## src/rtl/wm8978_i2s_rx.sv

```systemverilog
// WM8978 I2S ADC receiver: oversamples the codec-driven BCLK/LRCK/ADCDAT with the
// system clock and delivers paired left/right samples once the codec is configured.
module wm8978_i2s_rx #(
  parameter int WL = 32
) (
  input  logic          clk,
  input  logic          rst,
  input  logic          cfg_done,
  input  logic          aud_bclk,
  input  logic          aud_lrc,
  input  logic          aud_adcdat,
  output logic [WL-1:0] left_data,
  output logic [WL-1:0] right_data,
  output logic          rx_done,
  output logic          frame_err
);

  localparam int CW = $clog2(WL + 1);

  typedef enum logic [1:0] {IDLE, ARM, SHIFT, WAIT} state_t;

  state_t          state_q;
  logic [2:0]      bclk_q;
  logic [1:0]      lrc_q;
  logic [1:0]      dat_q;
  logic            lrc_prev_q;
  logic            chan_q;
  logic            held_valid_q;
  logic [CW-1:0]   bit_cnt_q;
  logic [WL-1:0]   shift_q;
  logic [WL-1:0]   held_q;
  logic [WL-1:0]   left_q;
  logic [WL-1:0]   right_q;
  logic            rx_done_q;
  logic            frame_err_q;

  logic            bclk_rise;
  logic            lrc_s;
  logic            dat_s;
  logic            lrc_edge;
  logic            word_last;
  logic [WL-1:0]   shift_d;
  logic [CW-1:0]   cnt_d;

  // Data shares the BCLK pipeline depth, so dat_s is the value present at the BCLK rising edge.
  always_ff @(posedge clk or posedge rst) begin
    if (rst) begin
      bclk_q <= '0;
      lrc_q  <= '0;
      dat_q  <= '0;
    end else begin
      bclk_q <= {bclk_q[1:0], aud_bclk};
      lrc_q  <= {lrc_q[0], aud_lrc};
      dat_q  <= {dat_q[0], aud_adcdat};
    end
  end

  assign bclk_rise = bclk_q[1] & ~bclk_q[2];
  assign lrc_s     = lrc_q[1];
  assign dat_s     = dat_q[1];
  assign lrc_edge  = lrc_s ^ lrc_prev_q;
  assign word_last = (bit_cnt_q == CW'(WL - 1));
  assign shift_d   = {shift_q[WL-2:0], dat_s};
  assign cnt_d     = bit_cnt_q + 1'b1;

  always_ff @(posedge clk or posedge rst) begin
    if (rst) begin
      state_q      <= IDLE;
      lrc_prev_q   <= 1'b0;
      chan_q       <= 1'b0;
      held_valid_q <= 1'b0;
      bit_cnt_q    <= '0;
      shift_q      <= '0;
      held_q       <= '0;
      left_q       <= '0;
      right_q      <= '0;
      rx_done_q    <= 1'b0;
      frame_err_q  <= 1'b0;
    end else begin
      rx_done_q   <= 1'b0;
      frame_err_q <= 1'b0;
      if (bclk_rise) lrc_prev_q <= lrc_s;
      if (!cfg_done) begin
        state_q      <= IDLE;
        bit_cnt_q    <= '0;
        held_valid_q <= 1'b0;
      end else if (bclk_rise) begin
        case (state_q)
          IDLE: state_q <= ARM;
          ARM: begin
            if (lrc_edge && !lrc_s) begin
              state_q   <= SHIFT;
              chan_q    <= 1'b0;
              bit_cnt_q <= '0;
            end
          end
          SHIFT: begin
            shift_q   <= shift_d;
            bit_cnt_q <= cnt_d;
            if (lrc_edge && !word_last) begin
              // Early LRCK edge: drop the partial word; a cut-short left word also voids the pair.
              frame_err_q <= 1'b1;
              if (!chan_q) held_valid_q <= 1'b0;
              chan_q    <= lrc_s;
              bit_cnt_q <= '0;
            end else if (word_last) begin
              if (!chan_q) begin
                held_q       <= shift_d;
                held_valid_q <= 1'b1;
              end else if (held_valid_q) begin
                left_q       <= held_q;
                right_q      <= shift_d;
                rx_done_q    <= 1'b1;
                held_valid_q <= 1'b0;
              end
              // Slot length equal to WL: the LSB shares its rise with the next channel's delay bit.
              if (lrc_edge) begin
                chan_q    <= lrc_s;
                bit_cnt_q <= '0;
              end else begin
                state_q <= WAIT;
              end
            end
          end
          WAIT: begin
            if (lrc_edge) begin
              state_q   <= SHIFT;
              chan_q    <= lrc_s;
              bit_cnt_q <= '0;
            end
          end
          default: state_q <= IDLE;
        endcase
      end
    end
  end

  assign left_data  = left_q;
  assign right_data = right_q;
  assign rx_done    = rx_done_q;
  assign frame_err  = frame_err_q;

endmodule

```

## config.mk

```make
export PLATFORM = sky130hd
export DESIGN_NAME = wm8978_i2s_rx
export DESIGN_NICKNAME = d
export VERILOG_FILES = /design/src/rtl/wm8978_i2s_rx.sv
export SDC_FILE = /design/constraint.sdc
export NUM_CORES = 1
export LEC_CHECK = 0
export CORE_AREA = 2 2 114 116
export DETAILED_ROUTE_END_ITERATION = 6
export DIE_AREA = 0 0 116 118
export HOLD_SLACK_MARGIN = 0.1
export PLACE_DENSITY_LB_ADDON = 0.25
export SLEW_MARGIN = 30
export SYNTH_ARGS = -nofsm -noshare
export SYNTH_HDL_FRONTEND = slang
export SYNTH_SLANG_ARGS = --single-unit
```

## constraint.sdc

```tcl
create_clock -name clk -period 6.5 [get_ports clk]
set_input_delay 1.95 -clock clk [delete_from_list [all_inputs] [get_ports clk]]
set_output_delay 1.95 -clock clk [all_outputs]
set_load 0.1 [all_outputs]
```

==> out/qor.log, run 1 <==
qor: synthesis.postSynthNetCount 362
qor: detailed_routing.vias_per_cell 5.07
qor: detailed_routing.vias 3,107
qor: synthesis.post_synth.cell_area_avg 16.3 um^2
qor: die.floorplan.rows 41
qor: clock_tree.cts_sinks 147
qor: power.ir_worst_vdd 0.000137 V
qor: clock_tree.cts_resized 0
qor: place.gpl.final_weighted_congestion 0.766
qor: power.power.share.sequential 51.5%
qor: synthesis.post_syn_area 5780 um^2
qor: final_layout.multi_input_logic_area 1940 um^2
qor: synthesis.synth-edff-count 0
qor: die.die-width 116 um
qor: global_routing.overflow 0
qor: final_layout.ff_latch_area 3680 um^2
qor: power.swShare 20.4%
qor: synthesis.syn-instance-count 354
qor: worst_setup_path.timing_worst_setup_path_type reg2out
qor: worst_setup_path.cp-end-kind primary output
qor: sta.final.setup.tns 0 ps
qor: synthesis.synthArstFlopShare 100%
qor: worst_setup_path.path_cells clkdlybuf4s50_1
qor: final_layout.fillCellCount 1,034
qor: die.boundaryPins 72
qor: place.dpl.hpwl 6.08 mm
qor: global_routing.grt_pass1_vias 3,246
qor: final_layout.area_growth_syn_to_fin 22.6%
qor: sta.final_critical_path_setup_slack 2600 ps
qor: final_layout.final_common_cell sky130_fd_sc_hd__dfrtp_1
qor: die.dieHeight 118 um
qor: power.leakage 3.48 nW
qor: detailed_routing.aggregate_routed_wire_length 9.66 mm
qor: clock_tree.cts_hold_buffers 0
qor: sta.report.final.slew_viol_count 0
qor: die.die_outline_area 13,700 um^2
qor: sta.holdWs 346 ps
qor: final_layout.insertedDiodeCount 0
qor: power.power_frac_clock 46.5%
qor: global_routing.grt_util_all_layers 15.5%
qor: clock_tree.max_h_tree_level 4
qor: detailed_routing.drt_pre_antenna_iters 5
qor: global_routing.antenna_found_initial 0
qor: global_routing.grt_start_max_net_pins 114
qor: final_layout.final_cell_area 7080 um^2
qor: power.net-switching-power 0.366 mW
qor: worst_setup_path.timing.critical_path.from_type flip-flop
qor: detailed_routing.drt_drc_violations_left 0
qor: worst_setup_path.critical-path-slowest-cell sky130_fd_sc_hd__clkdlybuf4s50_1
qor: clock_tree.num_cts_buffers 17
qor: power.power_per_cell_area 253 nW/um^2
qor: status.status finished, final reports clean
qor: worst_setup_path.crit_path_arrival_time 1950 ps
qor: worst_hold_path.path_class_of_the_lowest_slack_min_delay_path reg2reg
qor: sta.fin_worst_skew 6.45 ps
qor: clock_tree.clk_pin_slew 50 ps
qor: clock_tree.clk_latency 410 ps
qor: die.design.core.area 12,400 um^2
qor: final_layout.layout-drive-gt1-share 35.8%
qor: sta.hold_violations 0
qor: worst_setup_path.cp_data_required_time 4550 ps
qor: detailed_routing.detail_route.iter0.violations 116
qor: clock_tree.cts-root-to-sink-buffers 2
qor: synthesis.synth_seq_area_share 63.7%
qor: sta.layout_worst_path_cycle_share 60.0%
qor: synthesis.synth.lib_cells_used.distinct 37
qor: die.initial_core_util 46.5%
qor: clock_tree.cts_tree built
qor: flow_run.cap_violations 0
qor: final_layout.num-nets-final 438
qor: detailed_routing.wl_per_cell 15.8 um
qor: final_layout.final_util 57.0%
qor: worst_setup_path.cp_max_fo 2
qor: clock_tree.postCtsSetupRepairBufs 0
qor: place.placedInstanceArea 6580 um^2
qor: worst_setup_path.path_buf_inv 1
qor: synthesis.ys_dominant_reg_cell sky130_fd_sc_hd__dfrtp_1
qor: synthesis.yosysWarnings 0
qor: place.io_buffer_count 71
qor: global_routing.grt_first_pass_wirelength 16.4 mm
qor: sta.achievable-frequency 256 MHz
qor: sta.tightestPinTransition 1010 ps
qor: final_layout.layout_common_cells sky130_fd_sc_hd__dfrtp_1 (147), sky130_fd_sc_hd__mux2_2 (93), sky130_fd_sc_hd__clkdlybuf4s50_1 (70)
qor: synthesis.flop_and_latch_count_out_of_synthesis 147
qor: place.preCtsSetupSlack 2240 ps
qor: worst_setup_path.cp_top_family buffers and inverters
qor: detailed_routing.postRouteAntennaNets 0
qor: sta.timing.final.crit_period 3900 ps
qor: sta.finalSetupViolations 0
qor: sta.timing.slew.headroom 32.3%
qor: power.power_report.internal_total 1.43 mW
qor: worst_setup_path.critical-path-max-stage-delay 1150 ps
qor: sta.grt_setup_unrepaired no
qor: power.combinationalPowerShare 2.0%
qor: clock_tree.clock_tree.root_cell sky130_fd_sc_hd__clkbuf_16
## per-stage QoR
stage | instances | total power, mW
finish | 613 | 1.79
detailed placement | 583 | 0.977
CTS | 613 | 1.82
floorplan | 354 | 0.964
global placement | 583 | 0.975
global route | 613 | 1.87
## layout make-up
class / instances / share of cell area [%]
Sequential cell: 147 / 51.9
Multi-Input combinational cell: 187 / 27.3
Timing Repair Buffer: 74 / 10.3
Clock buffer: 24 / 6.66
Tap cell: 172 / 3.04
Clock inverter: 6 / 0.459
Inverter: 3 / 0.265
## worst paths after layout
kind / start / to / slack [ps] / cells past startpoint
max in group asynchronous: rst / held_q[12] / 3500 / 3
min in group asynchronous: rst / right_data[17] / 2090 / 2
min reg2reg: dat_q[0] / dat_q[1] / 350 / 0
max: right_data[11] / right_data[11] / 2600 / 1
min: dat_q[0] / dat_q[1] / 350 / 0
max reg2reg: bit_cnt_q[0] / held_q[22] / 3860 / 5
## cells in the mapped netlist, types with 3 or more instances
master	n	area [um^2]
sky130_fd_sc_hd__dfrtp_1	147	3680
sky130_fd_sc_hd__inv_1	3	11.3
sky130_fd_sc_hd__o31ai_1	4	30.0
sky130_fd_sc_hd__mux2_2	93	1050
sky130_fd_sc_hd__nand3_1	3	15.0
sky130_fd_sc_hd__mux2_1	5	56.3
sky130_fd_sc_hd__o21ai_0	10	50.1
sky130_fd_sc_hd__nor2_1	4	15.0
sky130_fd_sc_hd__clkbuf_1	6	22.5
sky130_fd_sc_hd__nor2b_1	4	25.0
sky130_fd_sc_hd__nand2b_1	3	18.8
sky130_fd_sc_hd__nand2_1	8	30.0
sky130_fd_sc_hd__buf_6	7	78.8
sky130_fd_sc_hd__mux2_4	29	435
## worst reg2reg max path: stages (launching register included)
cell	delay (ps)
sky130_fd_sc_hd__dfrtp_1	390
sky130_fd_sc_hd__ha_1	230
sky130_fd_sc_hd__nand3_2	110
sky130_fd_sc_hd__or3b_1	490
sky130_fd_sc_hd__or4_4	870
sky130_fd_sc_hd__mux2_4	420
## power by group through the flow
stage / clock network (mW) / logic (mW) / registers (mW)
CTS: 0.858 / 0.0365 / 0.924
floorplan: 0 / 0.0244 / 0.939
detailed placement: 0 / 0.0363 / 0.940
global route: 0.904 / 0.0408 / 0.924
finish: 0.835 / 0.0352 / 0.924
global placement: 0 / 0.0352 / 0.940
## metal layers
metal  vias up  wire (um)  track usage, %  part of all wire (%)
met3        20        466            5.66                   4.8
met4         0        188            6.47                   1.9
met5         -          0               0                     0
met1      1580       4460            20.6                    46
met2        82       4550            22.9                    47
li1       1425          -               -                     -
## kinds of logic after synthesis
| group | after synthesis | share of synthesized area, % |
|---|---|---|
| adder cells (fa/ha/maj) | 2 | 0.433 |
| flip-flops | 147 | 63.7 |
| AO/OA/AOI/OAI | 23 | 2.62 |
| multiplexers | 127 | 26.6 |
| AND/OR/NAND/NOR | 35 | 3.64 |
| buffers and inverters | 20 | 2.99 |
## registers in the layout, indices dropped and copies added (netlist names)
name / cells
shift_q: 31
held_q: 32
lrc_q: 2
bit_cnt_q: 6
chan_q: 1
frame_err: 1
lrc_prev_q: 1
state_q: 2
dat_q: 2
left_data: 32
held_valid_q: 1
bclk_q: 3
right_data: 32
rx_done: 1
Power figures use the tool's default switching activity.
==> inputs of run 2 (changes only) <==
==> constraint.sdc (replaced) <==
create_clock -name clk -period 3.7 [get_ports clk]
set_input_delay 1.11 -clock clk [delete_from_list [all_inputs] [get_ports clk]]
set_output_delay 1.11 -clock clk [all_outputs]
set_load 0.1 [all_outputs]
==> run 2 against run 1 <==
  * Final area about the same
  * Total power up 91%
  * Cell count up 0.98%
  * Critical path depth up 4
  * Global-route usage down 0.45 points
  * Wire length down 3.9%
  * Clock power up 110%
  * Worst hold slack better by 1.0 ps
  * Register-to-register slack worse by 2800 ps
  * Clock skew up 5.1 ps
  * Via count down 0.35%
  * Die area unchanged
  * Critical path type is now in2reg
==> out/qor.log, run 2 (same netlist as run 1, synthesis figures left out) <==
qor: status.status finished, final reports clean
qor: global_routing.grt_first_pass_wirelength 15.8 mm
qor: die.design.core.area 12,400 um^2
qor: power.power_per_cell_area 484 nW/um^2
qor: sta.layout_worst_path_cycle_share 75.0%
qor: detailed_routing.vias_per_cell 5.00
qor: detailed_routing.vias 3,096
qor: detailed_routing.aggregate_routed_wire_length 9.29 mm
qor: global_routing.grt_start_max_net_pins 104
qor: worst_setup_path.cp_max_fo 18
qor: place.gpl.final_weighted_congestion 0.783
qor: sta.tightestPinTransition 554 ps
qor: flow_run.cap_violations 0
qor: clock_tree.cts_tree built
qor: worst_setup_path.cp_data_required_time 4000 ps
qor: worst_setup_path.critical-path-max-stage-delay 640 ps
qor: worst_setup_path.cp_num_cells 5
qor: sta.timing.slew.headroom 63.1%
qor: place.numPlacedInstances 587
qor: die.dieHeight 118 um
qor: detailed_routing.drt_pre_antenna_iters 4
qor: final_layout.fillCellCount 1,027
qor: sta.final.setup.tns 0 ps
qor: worst_setup_path.path_buf_inv 2
qor: power.power_frac_clock 50.8%
qor: clock_tree.clk_pin_slew 60 ps
qor: power.leakage 3.68 nW
qor: place.io_buffer_count 71
qor: global_routing.grt_pass1_vias 3,159
qor: clock_tree.max_h_tree_level 4
qor: worst_setup_path.timing_worst_setup_path_type in2reg
qor: die.boundaryPins 72
qor: final_layout.layout_common_cells sky130_fd_sc_hd__dfrtp_1 (147), sky130_fd_sc_hd__mux2_2 (93), sky130_fd_sc_hd__buf_4 (71)
qor: die.initial_core_util 46.5%
qor: global_routing.antenna_found_initial 0
qor: clock_tree.cts-root-to-sink-buffers 2
qor: final_layout.final_util 57.0%
qor: sta.achievable-frequency 361 MHz
qor: die.die-width 116 um
qor: worst_setup_path.cp_top_family buffers and inverters
qor: power.swShare 20.3%
qor: clock_tree.clk_latency 420 ps
qor: final_layout.area_growth_syn_to_fin 22.5%
qor: power.net-switching-power 0.697 mW
qor: power.power_report.internal_total 2.73 mW
qor: detailed_routing.detail_route.iter0.violations 122
qor: power.combinationalPowerShare 1.9%
qor: detailed_routing.routed_wl_met3 470 um
qor: sta.report.final.slew_viol_count 0
qor: worst_setup_path.crit_path_arrival_time 3070 ps
qor: worst_setup_path.r2r_cells 6
qor: sta.holdWs 347 ps
qor: die.floorplan.rows 41
qor: clock_tree.num_cts_buffers 17
qor: detailed_routing.post_route_met1_wirelength 4.37 mm
qor: final_layout.ff_latch_area 3680 um^2
qor: detailed_routing.postRouteAntennaNets 0
qor: clock_tree.clock_tree.root_cell sky130_fd_sc_hd__clkbuf_16
qor: clock_tree.cts_sinks 147
qor: final_layout.insertedDiodeCount 0
qor: global_routing.overflow 0
qor: final_layout.multi_input_logic_area 1930 um^2
qor: detailed_routing.drt_drc_violations_left 0
qor: worst_setup_path.critical-path-slowest-cell sky130_fd_sc_hd__or4_2
qor: detailed_routing.wl_per_cell 15.0 um
qor: detailed_routing.route.top_layer_used met4
qor: worst_setup_path.timing.critical_path.from_type input pin
qor: global_routing.grt_util_all_layers 15.0%
qor: sta.finalSetupViolations 0
qor: sta.timing.final.crit_period 2770 ps
qor: detailed_routing.detailroute.wirelength.met2 4.29 mm
qor: worst_hold_path.hold-path-cell-count 0
qor: final_layout.finalNonFillerCells 619
qor: place.dpl.hpwl 5.86 mm
qor: worst_setup_path.cp-end-kind flip-flop
qor: worst_hold_path.path_class_of_the_lowest_slack_min_delay_path reg2reg
qor: sta.fin_worst_skew 11.6 ps
qor: clock_tree.postCtsSetupRepairBufs 0
qor: clock_tree.cts_resized 0
qor: final_layout.layout-drive-gt1-share 52.1%
qor: sta.grt_setup_unrepaired no
qor: final_layout.num-nets-final 442
qor: die.die_outline_area 13,700 um^2
qor: sta.hold_violations 0
qor: worst_setup_path.path_cells clkdlybuf4s50_1, nand2_1, or4_2, buf_4, mux2_4
qor: power.power.share.sequential 47.3%
qor: power.ir_worst_vdd 0.000259 V
qor: clock_tree.cts_hold_buffers 0
qor: final_layout.final_common_cell sky130_fd_sc_hd__dfrtp_1
run 2: cell count changes in the layout (fill, tap and decap cells not counted), sizes merged:
| cell | before | now |
|---|---|---|
| inv | 3 | 4 |
| clkinvlp | 1 | 4 |
| bufinv | 0 | 3 |
| clkdlybuf4s50 | 70 | 5 |
| buf | 4 | 73 |
| clkinv | 5 | 4 |
| clkbuf | 24 | 20 |
run 2: power by group through the flow:
stage	sequential, mW	clock (mW)	combinational, mW
after detailed placement	1.65	0	0.0664
after CTS	1.62	1.79	0.0668
after global routing	1.62	1.86	0.0749
after global placement	1.65	0	0.0646
after floorplan	1.65	0	0.0432
final	1.62	1.74	0.0640
run 2: layout make-up:
class | count | area share, %
clock buffers | 20 | 6.45
well taps | 172 | 3.04
flip-flops and latches | 147 | 52.0
inverters | 3 | 0.212
multi-input cells | 187 | 27.3
clock inverters | 12 | 2.17
repair buffers | 78 | 8.80
run 2: worst paths after layout:
check	startpoint	end	slack, ps
min in group asynchronous	rst	right_data[29]	1200
worst min register to register	dat_q[0]	dat_q[1]	350
worst min-delay path	dat_q[0]	dat_q[1]	350
max in group asynchronous	rst	left_data[12]	2070
worst max register to register	bit_cnt_q[0]	held_q[22]	1050
worst max-delay path	cfg_done	held_q[22]	930
run 2: per-stage QoR:
step / instance area (um^2) / setup slack (ps) / power, mW
finish: 7080 / 927 / 3.43
CTS: 7080 / 954 / 3.48
detailed placement: 6470 / 519 / 1.72
floorplan: 5780 / 743 / 1.69
global route: 7080 / 835 / 3.56
global placement: 6470 / 546 / 1.72
run 2: routing by layer:
| layer | global-route usage (%) | vias to the layer above |
|---|---|---|
| li1 | - | 1423 |
| met1 | 19.7 | 1589 |
| met2 | 22.3 | 70 |
| met3 | 5.51 | 14 |
| met4 | 6.62 | 0 |
| met5 | 0 | - |
==> inputs of run 3 (changes only) <==
==> constraint.sdc (replaced) <==
create_clock -name clk -period 2.85 [get_ports clk]
set_input_delay 0.855 -clock clk [delete_from_list [all_inputs] [get_ports clk]]
set_output_delay 0.855 -clock clk [all_outputs]
set_load 0.1 [all_outputs]
==> run 3 against run 2 <==
  * Non-clock buffer count rose by 4
  * Via count rose by 0.48%
  * Clock power rose by 23%
  * Total power rose by 26%
  * Global-route usage rose by 0.37 points
  * Highest routed layer unchanged
  * Critical endpoint is now held_q[24]
  * Sequential share of layout area fell by 0.16 points
  * Clock-buffer cell count rose by 1
  * Die area did not move
  * Largest cell class unchanged
  * Core utilization rose by 0.18 points
==> out/qor.log, run 3 (same netlist as run 1, synthesis figures left out) <==
qor: clock_tree.postCtsSetupRepairBufs 0
qor: clock_tree.cts-root-to-sink-buffers 2
qor: detailed_routing.drt_drc_violations_left 0
qor: clock_tree.clock_tree.root_cell sky130_fd_sc_hd__clkbuf_16
qor: status.status finished, final reports clean
qor: worst_hold_path.path_class_of_the_lowest_slack_min_delay_path reg2reg
qor: die.dieHeight 118 um
qor: place.io_buffer_count 71
qor: clock_tree.num_cts_buffers 17
qor: sta.timing.slew.headroom 71.5%
qor: die.die-width 116 um
qor: final_layout.layout_common_cells sky130_fd_sc_hd__dfrtp_1 (147), sky130_fd_sc_hd__mux2_2 (93), sky130_fd_sc_hd__buf_4 (73)
qor: sta.fin_worst_skew 8.01 ps
qor: die.die_outline_area 13,700 um^2
qor: sta.final.setup.tns 0 ps
qor: clock_tree.max_h_tree_level 4
qor: flow_run.cap_violations 0
qor: sta.finalSetupViolations 0
qor: detailed_routing.wl_per_cell 15.1 um
qor: clock_tree.clk_pin_slew 60 ps
qor: sta.layout_worst_path_cycle_share 88.2%
qor: clock_tree.cts_hold_buffers 0
qor: global_routing.grt_util_all_layers 15.4%
qor: worst_setup_path.cp_max_fo 26
qor: detailed_routing.drt_pre_antenna_iters 4
qor: clock_tree.cts_resized 0
qor: power.combinationalPowerShare 2.0%
qor: sta.grt_setup_unrepaired no
qor: global_routing.overflow 0
qor: detailed_routing.postRouteAntennaNets 0
qor: place.dpl.hpwl 6.03 mm
qor: detailed_routing.vias 3,111
qor: die.boundaryPins 72
qor: power.power_per_cell_area 610 nW/um^2
qor: worst_setup_path.timing.critical_path.from_type flip-flop
qor: final_layout.insertedDiodeCount 0
qor: global_routing.grt_first_pass_wirelength 16.4 mm
qor: detailed_routing.aggregate_routed_wire_length 9.42 mm
qor: sta.report.final.slew_viol_count 0
qor: final_layout.area_growth_syn_to_fin 22.9%
qor: clock_tree.cts_tree built
qor: die.design.core.area 12,400 um^2
qor: power.ir_worst_vdd 0.000293 V
qor: final_layout.fillCellCount 1,010
qor: power.power_report.internal_total 3.47 mW
qor: global_routing.grt_start_max_net_pins 82
qor: clock_tree.cts_sinks 147
qor: sta.holdWs 346 ps
qor: power.swShare 19.9%
qor: power.net-switching-power 0.864 mW
qor: clock_tree.clk_latency 410 ps
qor: detailed_routing.detail_route.iter0.violations 122
qor: global_routing.grt_pass1_vias 3,240
qor: sta.hold_violations 0
qor: power.power.share.sequential 48.6%
qor: power.power_frac_clock 49.4%
qor: place.gpl.final_weighted_congestion 0.768
qor: sta.achievable-frequency 398 MHz
qor: worst_setup_path.cp-end-kind flip-flop
qor: die.floorplan.rows 41
qor: detailed_routing.vias_per_cell 5.00
qor: die.initial_core_util 46.5%
qor: worst_setup_path.timing_worst_setup_path_type reg2reg
qor: sta.timing.final.crit_period 2510 ps
qor: final_layout.final_common_cell sky130_fd_sc_hd__dfrtp_1
qor: worst_setup_path.crit_path_arrival_time 2810 ps
qor: global_routing.antenna_found_initial 0
qor: final_layout.num-nets-final 446
qor: power.leakage 3.70 nW
qor: final_layout.layout-drive-gt1-share 52.4%
qor: worst_setup_path.cp_data_required_time 3140 ps
qor: sta.tightestPinTransition 428 ps
[run 3: stage by stage]
step / area [um^2] / cells / util, % / worst slack (ps) / power (mW)
floorplan: 5780 / 354 / - / 148 / 2.20
global placement: 6520 / 591 / 52.5 / 97.7 / 2.23
detailed placement: 6520 / 591 / 52.5 / 72.5 / 2.23
CTS: 7100 / 622 / 57.2 / 331 / 4.40
global route: 7100 / 622 / 57.2 / 229 / 4.51
finish: 7100 / 622 / 57.2 / 336 / 4.33
[run 3: power by group through the flow]
stage | clock network [mW] | registers [mW] | logic (mW)
2_1_floorplan | 0 | 2.14 | 0.0560
5_1_grt | 2.30 | 2.11 | 0.102
3_3_place_gp | 0 | 2.14 | 0.0878
3_5_place_dp | 0 | 2.14 | 0.0906
4_1_cts | 2.20 | 2.11 | 0.0907
6_report | 2.14 | 2.11 | 0.0867
[run 3: layout make-up]
type	count	area, um^2	share of cell area, %
Sequential cell	147	3680	51.8
Multi-Input combinational cell	187	1930	27.2
Timing Repair Buffer	82	678	9.55
Clock buffer	21	470	6.63
Tap cell	172	215	3.03
Clock inverter	10	108	1.52
Inverter	3	15.0	0.211
[run 3: critical path: stages, from the launching register on]
cell,delay [ps]
sky130_fd_sc_hd__dfrtp_1,390
sky130_fd_sc_hd__ha_1,220
sky130_fd_sc_hd__nand3_2,110
sky130_fd_sc_hd__or3b_1,410
sky130_fd_sc_hd__or4_2,720
sky130_fd_sc_hd__buf_12,220
sky130_fd_sc_hd__mux2_4,310
[run 3: per-layer routing]
| layer | share of wire [%] | track usage (%) | vias up |
|---|---|---|---|
| met3 | 5.1 | 5.92 | 13 |
| met5 | 0 | 0 | - |
| met4 | 1.6 | 5.43 | 0 |
| met1 | 46 | 20.7 | 1607 |
| met2 | 48 | 22.8 | 66 |
| li1 | - | - | 1425 |
[run 3: final timing paths]
path / cells after the start / start / endpoint / slack (ps)
setup / recovery: 6 / bit_cnt_q[0] / held_q[24] / 340
hold / removal: 0 / dat_q[0] / dat_q[1] / 350
setup reg to reg: 6 / bit_cnt_q[0] / held_q[24] / 340
hold reg to reg: 0 / dat_q[0] / dat_q[1] / 350
max in group asynchronous: 3 / rst / right_data[7] / 1570
min in group asynchronous: 3 / rst / left_data[28] / 920
==> RTL edit, RTL diff (settings of run 2) <==
Set the parameter `WL` to 16 (it was 32).
--- a/src/rtl/wm8978_i2s_rx.sv
+++ b/src/rtl/wm8978_i2s_rx.sv
@@ -3,3 +3,3 @@
 module wm8978_i2s_rx #(
-  parameter int WL = 32
+  parameter int WL = 16
 ) (
Interface: changed (resized left_data and right_data); port bits go from 72 to 40. No check against the original RTL was run, so the function may have changed too.
==> RTL edit against run 2 <==
Die area stayed put; worst setup slack better by 77 ps; wire length is 40% lower; largest power group unchanged; synthesized area is 43% lower; first-iteration DRC count is 44% lower; sequential cell count is 65 lower; sequential power is 44% lower; total power is 46% lower; sequential share of layout area is 2.2 points lower; critical endpoint is now left_data[4]; final area is 42% lower.
==> RTL edit: results (changes against run 2) <==
Placed design
The number of I/O port buffers is 39 (-45%). The final weighted congestion in routability-driven placement is 0.763 (-2.5%). The area of placed instances is 3810 µm² (-41%). The number of cells in the design after placement is 417 (-29%).

The placed wire-length estimate was 3.70 mm (-37%).

Clocking
The later-pin clock latency in the skew report came to 330 ps (-90 ps). The total number of H-tree levels was 3 (-1).

Power and ir drop
The highest ir drop seen on vdd came to 0.232 mV (-10%).

GRT
The largest net degree at the start of global routing came to 43 (-59%). The global-route track usage on met2 is 0.129 (-0.0939). The met1 track demand over resource in global routing is 0.121 (-0.0766). The first-pass GRT wire length came to 9.30 mm (-41%).

Cells and area
The proportion of cell area occupied by registers was 0.498 (-0.0222). The ratio of cells with drive above 1 in the final layout was 0.475 (-0.0462). The layout multi-input combinational cell count was 114 (-39%). The number of non-clock buffers was 45 (-42%).

The final-layout non-clock buffer area share is 0.0910 (+0.00297). The post-layout instance count excluding filler cells is 433 (-30%). The count of nets after finishing is 264 (-40%). The fill cell instance count of the final layout is 1242 (+21%). The total number of sequential cells is 82 (-44%).

The sequential cell area was 2050 µm² (-44%).

Logic synthesis
Sorting the synthesized cells by how often they occur yields sky130_fd_sc_hd__dfrtp_1 (82), sky130_fd_sc_hd__mux2_2 (35), sky130_fd_sc_hd__mux2_4 (29). The fraction of the mapped netlist area in adder cells came to 0.00756 (+0.00323). Sorting the synthesized cells by area gives the leading types as sky130_fd_sc_hd__dfrtp_1 (62%), sky130_fd_sc_hd__mux2_4 (13%), sky130_fd_sc_hd__mux2_2 (12%). The proportion of synthesized chip area in sequential cells was 0.620 (-0.0167).

The area fraction in compound gates after synthesis is 0.0340 (+0.00782). The post-synth net total is 217 (-40%). The post-synthesis share of cell area spent on xor and xnor gates was 0.00794 (+0.00794). The distinct cell type count after synthesis came to 32 (-14%).

The mean area per synthesized cell is 15.8 µm² (-3.0%). The synthesized instance count is 209 (-41%).

Worst setup path
For this design, the slowest cell found on the critical path is sky130_fd_sc_hd__or3_2. The maximum fanout along the worst path is 28 (+10). The longest individual stage delay on the worst path was 610 ps (-30 ps).

Drt
The number of DRC markers in iteration 0 is 68 (-44%). The total length of routed met3 wires is 203 µm (-57%). The detail-routed via count per cell came to 4.02 (-20%). The sum of routed wire length over all layers came to 5.53 mm (-40%).

Run status
The flow ran to the end, and the final reports show no timing, DRC or antenna violations.

Timing
The setup skew after layout is 8.49 ps (-3.07 ps).
==> RTL edit: cell types whose count changed after synthesis, sizes merged, moves of 3 or more <==
cell	change
o211ai	+5
clkbuf	-5
buf	-3
dfrtp	-65
o31ai	-4
o21ai	-6
mux2	-63
nor4	-3
or3	+3
==> RTL edit: final timing paths <==
check	start	endpoint	slack (ps)	cells past startpoint
setup / recovery	cfg_done	left_data[4]	1000	5
min in group asynchronous	rst	right_data[5]	1210	2
hold reg to reg	bclk_q[0]	bclk_q[1]	350	0
hold / removal	bclk_q[0]	bclk_q[1]	350	0
max in group asynchronous	rst	bclk_q[0]	1850	3
setup reg to reg	bit_cnt_q[0]	left_data[4]	1600	6
==> RTL edit: power breakdown <==
group	internal [mW]	switching [mW]	leakage, nW
Clock	0.536	0.376	0.149
Sequential	0.904	0.00490	1.13
Combinational	0.0162	0.0309	0.854
